<file path="config.mk">
export PLATFORM = sky130hd
export DESIGN_NAME = escribir_registros_rtc
export DESIGN_NICKNAME = d
export VERILOG_FILES = /design/src/rtl/rtc_pkg.sv /design/src/rtl/temporizador_ciclos.sv /design/src/rtl/escribir_registros_rtc.sv
export SDC_FILE = /design/constraint.sdc
export NUM_CORES = 1
export LEC_CHECK = 0
export ABC_CLOCK_PERIOD_IN_PS = 2200
export BUFFER_PORTS_ARGS = -buffer_cell sky130_fd_sc_hd__buf_2
export CAP_MARGIN = 20
export CORE_MARGIN = 2
export CORE_UTILIZATION = 46
export CTS_BUF_LIST = sky130_fd_sc_hd__clkbuf_4
export DETAILED_ROUTE_END_ITERATION = 7
export PLACE_DENSITY = 0.78
export SLEW_MARGIN = 20
export SYNTH_ARGS = -nofsm -noshare
export SYNTH_HDL_FRONTEND = slang
export SYNTH_SLANG_ARGS = --single-unit
export TNS_END_PERCENT = 10
</file>
<file path="constraint.sdc">
create_clock -name clk -period 2.2 [get_ports clk]
set_clock_uncertainty 0.05 [all_clocks]
set_input_delay 0.44 -clock clk [delete_from_list [all_inputs] [get_ports clk]]
set_output_delay 0.44 -clock clk [all_outputs]
set_load 0.01 [all_outputs]
</file>
<file path="src/rtl/rtc_pkg.sv">
// Shared types and constants for the RTC register write sequencer.
package rtc_pkg;

   localparam int ANCHO_CAMPO = 8;
   localparam logic [7:0] DIR_BASE_DEF = 8'h24;

   typedef enum logic [2:0] {
      ESPERA,
      CAPTURA,
      ARRANQUE,
      ESCRIBE,
      ESPERA_BUS,
      FIN
   } estado_t;

   function automatic logic es_bcd(input logic [7:0] valor);
      return (valor[7:4] <= 4'd9) && (valor[3:0] <= 4'd9);
   endfunction

endpackage

</file>
<file path="src/rtl/temporizador_ciclos.sv">
// Cycle counter shared by the start-up wait and the write hold time.
module temporizador_ciclos #(
   parameter int ANCHO = 8
) (
   input  logic             clk,
   input  logic             reset,
   input  logic             limpiar,
   input  logic             contar,
   input  logic [ANCHO-1:0] limite,
   output logic             hecho
);

   logic [ANCHO-1:0] cuenta;

   // Clear has priority so the FSM can restart the count in any state.
   always_ff @(posedge clk or negedge reset) begin
      if (!reset) begin
         cuenta <= '0;
      end else if (limpiar) begin
         cuenta <= '0;
      end else if (contar) begin
         cuenta <= cuenta + 1'b1;
      end
   end

   assign hecho = (cuenta == limite);

endmodule

</file>
<file path="src/rtl/escribir_registros_rtc.sv">
// Captures BCD fields from the switches and writes the enabled ones to
// consecutive RTC registers through the bus controller handshake.
module escribir_registros_rtc
   import rtc_pkg::*;
#(
   parameter int         NUM_CAMPOS      = 4,
   parameter logic [7:0] DIR_BASE        = DIR_BASE_DEF,
   parameter int         CICLOS_ARRANQUE = 5,
   parameter int         CICLOS_HOLD     = 2
) (
   input  logic                              clk,
   input  logic                              reset,
   input  logic                              siga,
   input  logic                              sw_cargar,
   input  logic [NUM_CAMPOS*ANCHO_CAMPO-1:0] sw_datos,
   input  logic [NUM_CAMPOS-1:0]             mascara,
   output logic [7:0]                        direc,
   output logic [7:0]                        dato,
   output logic [NUM_CAMPOS*ANCHO_CAMPO-1:0] vga_datos,
   output logic                              flag_rtc,
   output logic                              lea_escriba,
   output logic                              activo,
   output logic                              error_bcd,
   output logic                              listo
);

   localparam int ANCHO_DATOS = NUM_CAMPOS * ANCHO_CAMPO;

   estado_t                estado, estado_sig;
   logic [ANCHO_DATOS-1:0] sombra;
   logic [NUM_CAMPOS-1:0]  mascara_reg;
   logic [2:0]             indice, indice_sig, primero, siguiente;
   logic                   hay_siguiente, bcd_malo, error_set;
   logic                   t_limpiar, t_contar, t_hecho;
   logic [7:0]             limite;

   temporizador_ciclos #(.ANCHO(8)) u_temporizador (
      .clk     (clk),
      .reset   (reset),
      .limpiar (t_limpiar),
      .contar  (t_contar),
      .limite  (limite),
      .hecho   (t_hecho)
   );

   assign limite = (estado == ESCRIBE) ? 8'(CICLOS_HOLD - 1) : 8'(CICLOS_ARRANQUE);

   always_comb begin
      bcd_malo = 1'b0;
      for (int i = 0; i < NUM_CAMPOS; i++) begin
         if (mascara[i] && !es_bcd(sw_datos[i*ANCHO_CAMPO +: ANCHO_CAMPO])) begin
            bcd_malo = 1'b1;
         end
      end
   end

   // Scanning downwards leaves the lowest qualifying field in each result.
   always_comb begin
      primero       = '0;
      siguiente     = '0;
      hay_siguiente = 1'b0;
      for (int i = NUM_CAMPOS - 1; i >= 0; i--) begin
         if (mascara_reg[i]) begin
            primero = 3'(i);
            if (3'(i) > indice) begin
               siguiente     = 3'(i);
               hay_siguiente = 1'b1;
            end
         end
      end
   end

   always_comb begin
      estado_sig = estado;
      indice_sig = indice;
      t_limpiar  = 1'b1;
      t_contar   = 1'b0;
      error_set  = 1'b0;
      case (estado)
         ESPERA: begin
            if (sw_cargar) estado_sig = CAPTURA;
         end
         CAPTURA: begin
            if (!sw_cargar) begin
               if (bcd_malo) begin
                  error_set  = 1'b1;
                  estado_sig = ESPERA;
               end else if (mascara == '0) begin
                  estado_sig = ESPERA;
               end else begin
                  estado_sig = ARRANQUE;
               end
            end
         end
         ARRANQUE: begin
            if (sw_cargar) begin
               estado_sig = CAPTURA;
            end else if (t_hecho) begin
               estado_sig = ESCRIBE;
               indice_sig = primero;
            end else if (!siga) begin
               t_limpiar = 1'b0;
               t_contar  = 1'b1;
            end
         end
         ESCRIBE: begin
            if (t_hecho) begin
               estado_sig = ESPERA_BUS;
            end else begin
               t_limpiar = 1'b0;
               t_contar  = 1'b1;
            end
         end
         ESPERA_BUS: begin
            if (!siga) begin
               if (hay_siguiente) begin
                  estado_sig = ESCRIBE;
                  indice_sig = siguiente;
               end else begin
                  estado_sig = FIN;
               end
            end
         end
         FIN:     estado_sig = ESPERA;
         default: estado_sig = ESPERA;
      endcase
   end

   // The mask is frozen on arming so later switch changes cannot alter a running sequence.
   always_ff @(posedge clk or negedge reset) begin
      if (!reset) begin
         estado      <= ESPERA;
         indice      <= '0;
         sombra      <= '0;
         mascara_reg <= '0;
         error_bcd   <= 1'b0;
      end else begin
         estado <= estado_sig;
         indice <= indice_sig;
         if (estado == CAPTURA) sombra <= sw_datos;
         if (estado == CAPTURA && estado_sig == ARRANQUE) mascara_reg <= mascara;
         if (estado != CAPTURA && estado_sig == CAPTURA) begin
            error_bcd <= 1'b0;
         end else if (error_set) begin
            error_bcd <= 1'b1;
         end
      end
   end

   always_comb begin
      flag_rtc    = (estado == ESCRIBE);
      lea_escriba = (estado == ESCRIBE) || (estado == ESPERA_BUS);
      activo      = (estado == ARRANQUE) || lea_escriba;
      listo       = (estado == FIN);
      direc       = '0;
      dato        = '0;
      if (lea_escriba) begin
         direc = DIR_BASE + {5'b00000, indice};
         dato  = sombra[int'(indice)*ANCHO_CAMPO +: ANCHO_CAMPO];
      end
   end

   assign vga_datos = sombra;

endmodule

</file>
==> results of run 1 <==
-- layout make-up --
type                    instances  area [sq um]
fillers                       454          2190
multi-input cells             143          1280
flip-flops and latches         50          1250
repair buffers                105           588
well taps                      72          90.1
clock buffers                   5          37.5
clock inverters                 3          16.3
inverters                       4          15.0
-- layer usage --
metal  up-vias  track usage (%)  wire (microns)
met5         -                0               0
met4         0             7.07             107
met3        11             3.86             301
met2        54             34.7            3070
met1      1005             27.5            2570
li1        948                -               -
-- final timing paths --
path,start,endpoint,slack [ns],cells after the start
min in group clk,sw_datos[8],vga_datos[8],0.25,2
max in group asynchronous,reset,vga_datos[14],1.40,2
min,reset,vga_datos[17],0.06,1
min reg2reg,u_temporizador.cuenta[0],u_temporizador.cuenta[0],0.49,1
max,u_temporizador.cuenta[1],indice[0],-0.06,7
max reg2reg,u_temporizador.cuenta[1],indice[0],-0.06,7
-- cell families after synthesis --
group	count (synthesis)
simple gates	53
flops	50
mux	48
compound gates	30
buf+inv	18
xor+xnor	6
fa+ha+maj	2
other cells	1
-- power by group --
part | leakage, nW | internal, mW | switching [mW] | total [mW]
Sequential | 0.604 | 1.31 | 0.351 | 1.66
Clock | 0.0286 | 0.119 | 0.280 | 0.400
Combinational | 0.902 | 1.23 | 0.983 | 2.21
-- repair_timing --
action,in CTS,in global routing
pin swaps,1,2
gates resized for setup,9,5
setup endpoints to repair,13,23
setup buffers,3,4
-- cell usage after synthesis (all sizes together), types with 4 or more instances --
cell type / count
a21boi: 4
buf: 12
dfrtp: 50
inv: 4
mux2: 37
mux4: 8
nand2: 5
nor2: 11
nor2b: 12
o21ai: 13
-- layout by cell type (no fill, tap or decap), types with 3 or more instances in the layout --
master                      n
sky130_fd_sc_hd__o21ai_0   13
sky130_fd_sc_hd__nor2_1    10
sky130_fd_sc_hd__nand2_1    5
sky130_fd_sc_hd__dfrtp_1   48
sky130_fd_sc_hd__inv_1      4
sky130_fd_sc_hd__xnor2_1    3
sky130_fd_sc_hd__buf_2     88
sky130_fd_sc_hd__a21boi_0   4
sky130_fd_sc_hd__buf_4     14
sky130_fd_sc_hd__mux2i_1    3
sky130_fd_sc_hd__nor2b_1   11
sky130_fd_sc_hd__xor2_1     3
sky130_fd_sc_hd__o31a_1     3
sky130_fd_sc_hd__clkbuf_4   5
sky130_fd_sc_hd__mux4_2     8
sky130_fd_sc_hd__mux2_2    36
sky130_fd_sc_hd__a21oi_1    3
sky130_fd_sc_hd__nand2b_1   3
sky130_fd_sc_hd__nand3_1    3
sky130_fd_sc_hd__conb_1     4
-- metrics by stage --
step | instance area (sq um) | hold slack, ns | utilization [%]
2_1_floorplan | 2600 | 0.0944 | -
3_3_place_gp | 3130 | 0.444 | 57.2
3_5_place_dp | 3130 | 0.460 | 57.2
4_1_cts | 3230 | 0.0788 | 59.0
5_1_grt | 3280 | 0.108 | 60.0
6_report | 3280 | 0.0563 | 60.0
==> flow_metrics.py, run 1 <==
metrics = {
    "yosys": {
        "yosys.area.top_type_share_pct": 48.4,
        "synth_edf_count": 0,
        "multiplexer_area_fraction_after_synthesis_pct": 24.2,
        "ys.warnings.count": 0,
        "share_of_synthesized_cell_area_in_full_adder_half_adder_and_majority_cells_pct": 0.968,
        "synth.cell_area_sq_um": 2590,
        "synthXorXnorAreaFrac_pct": 2.03,
        "netlist_top_cells_area": "sky130_fd_sc_hd__dfrtp_1 48%, sky130_fd_sc_hd__mux2_2 16%, sky130_fd_sc_hd__mux4_2 7.0%",
        "synth_compound_gate_area_share_pct": 7.55,
        "synth_cells": 208,
        "post_synth_num_cell_types": 43,
        "prevailing_post_synth_register_cell": "sky130_fd_sc_hd__dfrtp_1",
        "yosys.area.top_type": "sky130_fd_sc_hd__dfrtp_1",
        "synth_simple_gate_area_share_pct": 13.0,
        "synth_top_family_by_area": "multiplexers",
        "post_synth.cell_area_avg_sq_um": 12.4,
        "synth_sequential_area_ratio_pct": 48.4,
        "ys_ff_latch": 50,
        "synthArstFlopShare_pct": 100,
    },
    "cells_and_area": {
        "layout-drive-gt1-share_pct": 55.2,
        "max_ffs_per_register": 32,
        "n_antenna_cell": 0,
        "final_nets": 351,
        "number_of_standard_cells_in_the_final_layout_excluding_fillers": 382,
        "area_growth_syn_to_layout_pct": 27.0,
    },
    "floorplanning": {
        "placementRows": 27,
        "core_box_area_sq_um": 5470,
        "floorplan.io_pins": 93,
        "floorplan.die.height_microns": 79.0,
        "start_util_pct": 47.3,
        "dieArea_sq_um": 6240,
        "die_width_microns": 79.0,
    },
    "worst_setup_path": {
        "worstPathMaxFanout": 4,
        "cp_top_family": "simple AND/OR/NAND/NOR gates",
        "start_kind": "register",
        "worstPathCellList": "inv_1 -> ha_2 -> or4b_4 -> nor4b_4 -> a31oi_1 -> nor3_2 -> mux2_1",
        "path_class": "reg2reg",
        "timing.critical_path.slowest_stage_cell": "sky130_fd_sc_hd__or4b_4",
        "end_kind": "register",
        "slowest_delay_ns": 0.48,
        "worstPathBufferInverterCount": 1,
        "worstPathArrival_ns": 2.47,
        "timing.critical_path.required_ns": 2.40,
    },
    "place": {
        "hpwl_reported_at_the_end_of_detailed_placement_mm": 4.70,
        "routabilityCongestion": 0.813,
        "numPortBuffers": 88,
        "placedCellCount": 367,
        "pre_cts_slack_ns": 0.0213,
    },
    "detailed_routing": {
        "viasPerCell": 5.28,
        "drt_first_pass_iters": 4,
        "drt-initial-drc-count": 104,
        "routedWlPerCell_microns": 15.8,
        "antenna_violating_nets_post_route": 0,
        "dr_total_vias": 2018,
        "wl_mm": 6.05,
        "drc": 0,
    },
    "timing": {
        "post_route_setup_tns_ns": -0.0773,
        "setup_viol_count_final": 2,
        "max_slew_margin_pct": 51.9,
        "final-hold-violation-count": 0,
        "fin_crit_ns": 2.26,
        "finalWorstSetupSlack_ns": -0.0620,
        "pins_over_their_slew_limit": 0,
        "max_freq_mhz": 442,
        "grt_setup_unrepaired": "true",
        "min_period_over_period_pct": 103,
        "slew_at_the_pin_closest_to_its_max_slew_limit_ns": 0.722,
    },
    "pwr": {
        "total_power_mw": 4.28,
        "power.static_leakage_nw": 1.53,
        "peakVddDrop_mv": 0.665,
        "power_density_nw_per_um2": 1300,
    },
    "grt": {
        "grt_overflow_total": 0,
        "grt_util_all_layers_pct": 20.8,
        "global_route_wire_length_before_repair_mm": 10.1,
        "initial_antenna_violation_count": 0,
        "first_global_vias": 2076,
        "pin_count_of_the_biggest_net_entering_global_routing": 34,
    },
    "clock_tree": {
        "cts_hold_buffers": 0,
        "cts_made_buffers": 5,
        "clock_tree.root_cell": "sky130_fd_sc_hd__clkbuf_4",
        "tritoncts": "done",
        "cts_num_sinks": 50,
        "cts_buffer_depth": 2,
        "worstSkewPairLatency_ns": 0.36,
        "cts_htree_levels": 2,
        "cts.reportedPaths.clkPinSlew_ns": 0.14,
    },
    "run_status": {
        "run_status": "finished with violations",
        "violated_checks": "negative setup slack",
    },
    "worst_hold_path": {
        "worstHoldPathType": "in2async",
    },
    "run": {
        "cap_viol_max_count": 0,
    },
}
Power figures use the tool's default switching activity.
==> run 2: changes to the inputs <==
--- a/config.mk
+++ b/config.mk
@@ -6,14 +6,13 @@
 export NUM_CORES = 1
 export LEC_CHECK = 0
 export ABC_CLOCK_PERIOD_IN_PS = 2200
-export BUFFER_PORTS_ARGS = -buffer_cell sky130_fd_sc_hd__buf_2
+export BUFFER_PORTS_ARGS = -buffer_cell sky130_fd_sc_hd__clkbuf_2
 export CAP_MARGIN = 20
 export CORE_MARGIN = 2
 export CORE_UTILIZATION = 46
 export CTS_BUF_LIST = sky130_fd_sc_hd__clkbuf_4
 export DETAILED_ROUTE_END_ITERATION = 7
 export PLACE_DENSITY = 0.78
-export SLEW_MARGIN = 20
 export SYNTH_ARGS = -nofsm -noshare
 export SYNTH_HDL_FRONTEND = slang
 export SYNTH_SLANG_ARGS = --single-unit
==> flow_metrics.py, run 2 (synthesis gave the netlist of run 1 again) <==
metrics = {
    "worst_setup_path": {
        "end_kind": "output pin",
        "worstReg2RegEnd": "indice[0]",
        "worstPathMaxFanout": 3,
        "reg_to_reg_setup_timing_slack_ns": 0.02,
        "ff2ff_path_depth": 7,
        "r2r-start": "u_temporizador.cuenta[1]",
        "worstPathArrival_ns": 1.71,
        "path_class": "reg2out",
        "start_kind": "register",
        "timing.critical_path.required_ns": 1.71,
    },
    "cells_and_area": {
        "final_cell_mix": "88 x sky130_fd_sc_hd__clkbuf_2, 47 x sky130_fd_sc_hd__dfrtp_1, 36 x sky130_fd_sc_hd__mux2_2, 13 x sky130_fd_sc_hd__o21ai_0, 11 x sky130_fd_sc_hd__nor2b_1",
        "area_growth_syn_to_layout_pct": 27.6,
        "filler_cell_count": 475,
        "layout-drive-gt1-share_pct": 55.1,
        "n_antenna_cell": 0,
        "max_ffs_per_register": 32,
        "final_nets": 346,
        "layout.cells.most_common": "sky130_fd_sc_hd__clkbuf_2",
    },
    "floorplanning": {
        "dieArea_sq_um": 6240,
        "floorplan.io_pins": 93,
        "core_box_area_sq_um": 5470,
        "die_width_microns": 79.0,
        "placementRows": 27,
        "start_util_pct": 47.3,
        "floorplan.die.height_microns": 79.0,
    },
    "place": {
        "routabilityCongestion": 0.829,
        "hpwl_reported_at_the_end_of_detailed_placement_mm": 4.69,
        "numPortBuffers": 88,
        "pre_cts_slack_ns": 0.0393,
    },
    "detailed_routing": {
        "wl_mm": 6.03,
        "drt_first_pass_iters": 4,
        "viasPerCell": 5.27,
        "antenna_violating_nets_post_route": 0,
        "drc": 0,
        "dr_total_vias": 1985,
        "routedWlPerCell_microns": 16.0,
        "drt-initial-drc-count": 120,
    },
    "worst_hold_path": {
        "holdPathStages": 2,
        "holdPathEnd": "vga_datos[24]",
        "worstHoldPathType": "in2reg",
        "holdCritStartpoint": "sw_datos[24]",
    },
    "run": {
        "cap_viol_max_count": 0,
    },
    "timing": {
        "max_freq_mhz": 456,
        "grt_setup_unrepaired": "true",
        "final-hold-violation-count": 0,
        "min_period_over_period_pct": 99.8,
        "final.hold.worst_slack_ns": 0.244,
        "pins_over_their_slew_limit": 0,
        "post_route_setup_tns_ns": 0,
        "finalWorstSetupSlack_ns": 0.00494,
        "fin_crit_ns": 2.20,
        "setup_viol_count_final": 0,
    },
    "pwr": {
        "power_density_nw_per_um2": 1330,
        "power.static_leakage_nw": 1.54,
        "total_power_mw": 4.40,
        "peakVddDrop_mv": 0.658,
    },
    "grt": {
        "pin_count_of_the_biggest_net_entering_global_routing": 34,
        "global_route_wire_length_before_repair_mm": 9.78,
        "grt_overflow_total": 0,
        "initial_antenna_violation_count": 0,
        "grt_util_all_layers_pct": 20.3,
        "first_global_vias": 2009,
    },
    "clock_tree": {
        "clock_tree.root_cell": "sky130_fd_sc_hd__clkbuf_4",
        "cts_num_sinks": 50,
        "cts.reportedPaths.clkPinSlew_ns": 0.14,
        "cts_buffer_depth": 2,
        "tritoncts": "done",
        "cts_made_buffers": 5,
        "cts_htree_levels": 2,
        "worstSkewPairLatency_ns": 0.36,
    },
    "run_status": {
        "run_status": "finished, final reports clean",
    },
}
-- run 2: cell types whose count changed in the layout (fill, tap and decap cells not counted), moves of 2 or more --
cell	previous run	this run
sky130_fd_sc_hd__clkbuf_2	0	88
sky130_fd_sc_hd__buf_12	1	3
sky130_fd_sc_hd__buf_2	88	0
sky130_fd_sc_hd__buf_4	14	6
-- run 2: cell type report --
type | instances | area [sq um] | area share (%)
clock inverter | 3 | 40.0 | 1.21
tap | 72 | 90.1 | 2.73
clock buffer | 5 | 37.5 | 1.14
sequential | 50 | 1250 | 38.0
inverter | 4 | 15.0 | 0.455
multi-input combinational | 143 | 1280 | 38.9
timing repair buffer | 100 | 578 | 17.5
-- run 2: where the power goes --
part           switching [mW]  internal, mW
registers               0.378          1.31
logic                   0.963          1.23
clock network           0.281         0.236
total                    1.62          2.78
-- run 2: worst max path at each step --
| stage | end | startpoint |
|---|---|---|
| after floorplan | direc[2] | estado[2] |
| after global placement | indice[0] | u_temporizador.cuenta[1] |
| after detailed placement | indice[0] | u_temporizador.cuenta[1] |
| after CTS | dato[5] | indice[0] |
| after global routing | indice[0] | u_temporizador.cuenta[1] |
| final | dato[7] | estado[1] |
-- run 2: critical path, cell delays in order, from the launching register on --
cell	delay, ns
sky130_fd_sc_hd__dfrtp_2	0.43
sky130_fd_sc_hd__buf_4	0.15
sky130_fd_sc_hd__nor3b_4	0.24
sky130_fd_sc_hd__nor2_4	0.06
sky130_fd_sc_hd__buf_4	0.16
sky130_fd_sc_hd__nor2b_1	0.14
sky130_fd_sc_hd__clkbuf_2	0.16
-- run 2: through the flow --
| step | std cells | instance area [sq um] | util [%] |
|---|---|---|---|
| 2_1_floorplan | 211 | 2600 | - |
| 5_1_grt | 377 | 3300 | 60.3 |
| 3_3_place_gp | 364 | 3130 | 57.2 |
| 6_report | 377 | 3300 | 60.3 |
| 3_5_place_dp | 364 | 3130 | 57.2 |
| 4_1_cts | 377 | 3280 | 59.9 |
-- run 2: routing by layer --
metal	up-vias	global-route usage, %	wire [microns]
li1	934	-	-
met1	982	26.4	2480
met2	60	33.1	3080
met3	9	5.11	351
met4	0	7.24	120
met5	-	0	0
-- run 2: timing repair --
action | CTS | global route
buffers inserted | 4 | 0
resized for setup | 10 | 7
hold buffers | 1 | 0
pin swaps | 1 | 0
endpoints found under the setup margin | 13 | 15
hold endpoints to repair | 17 | 0
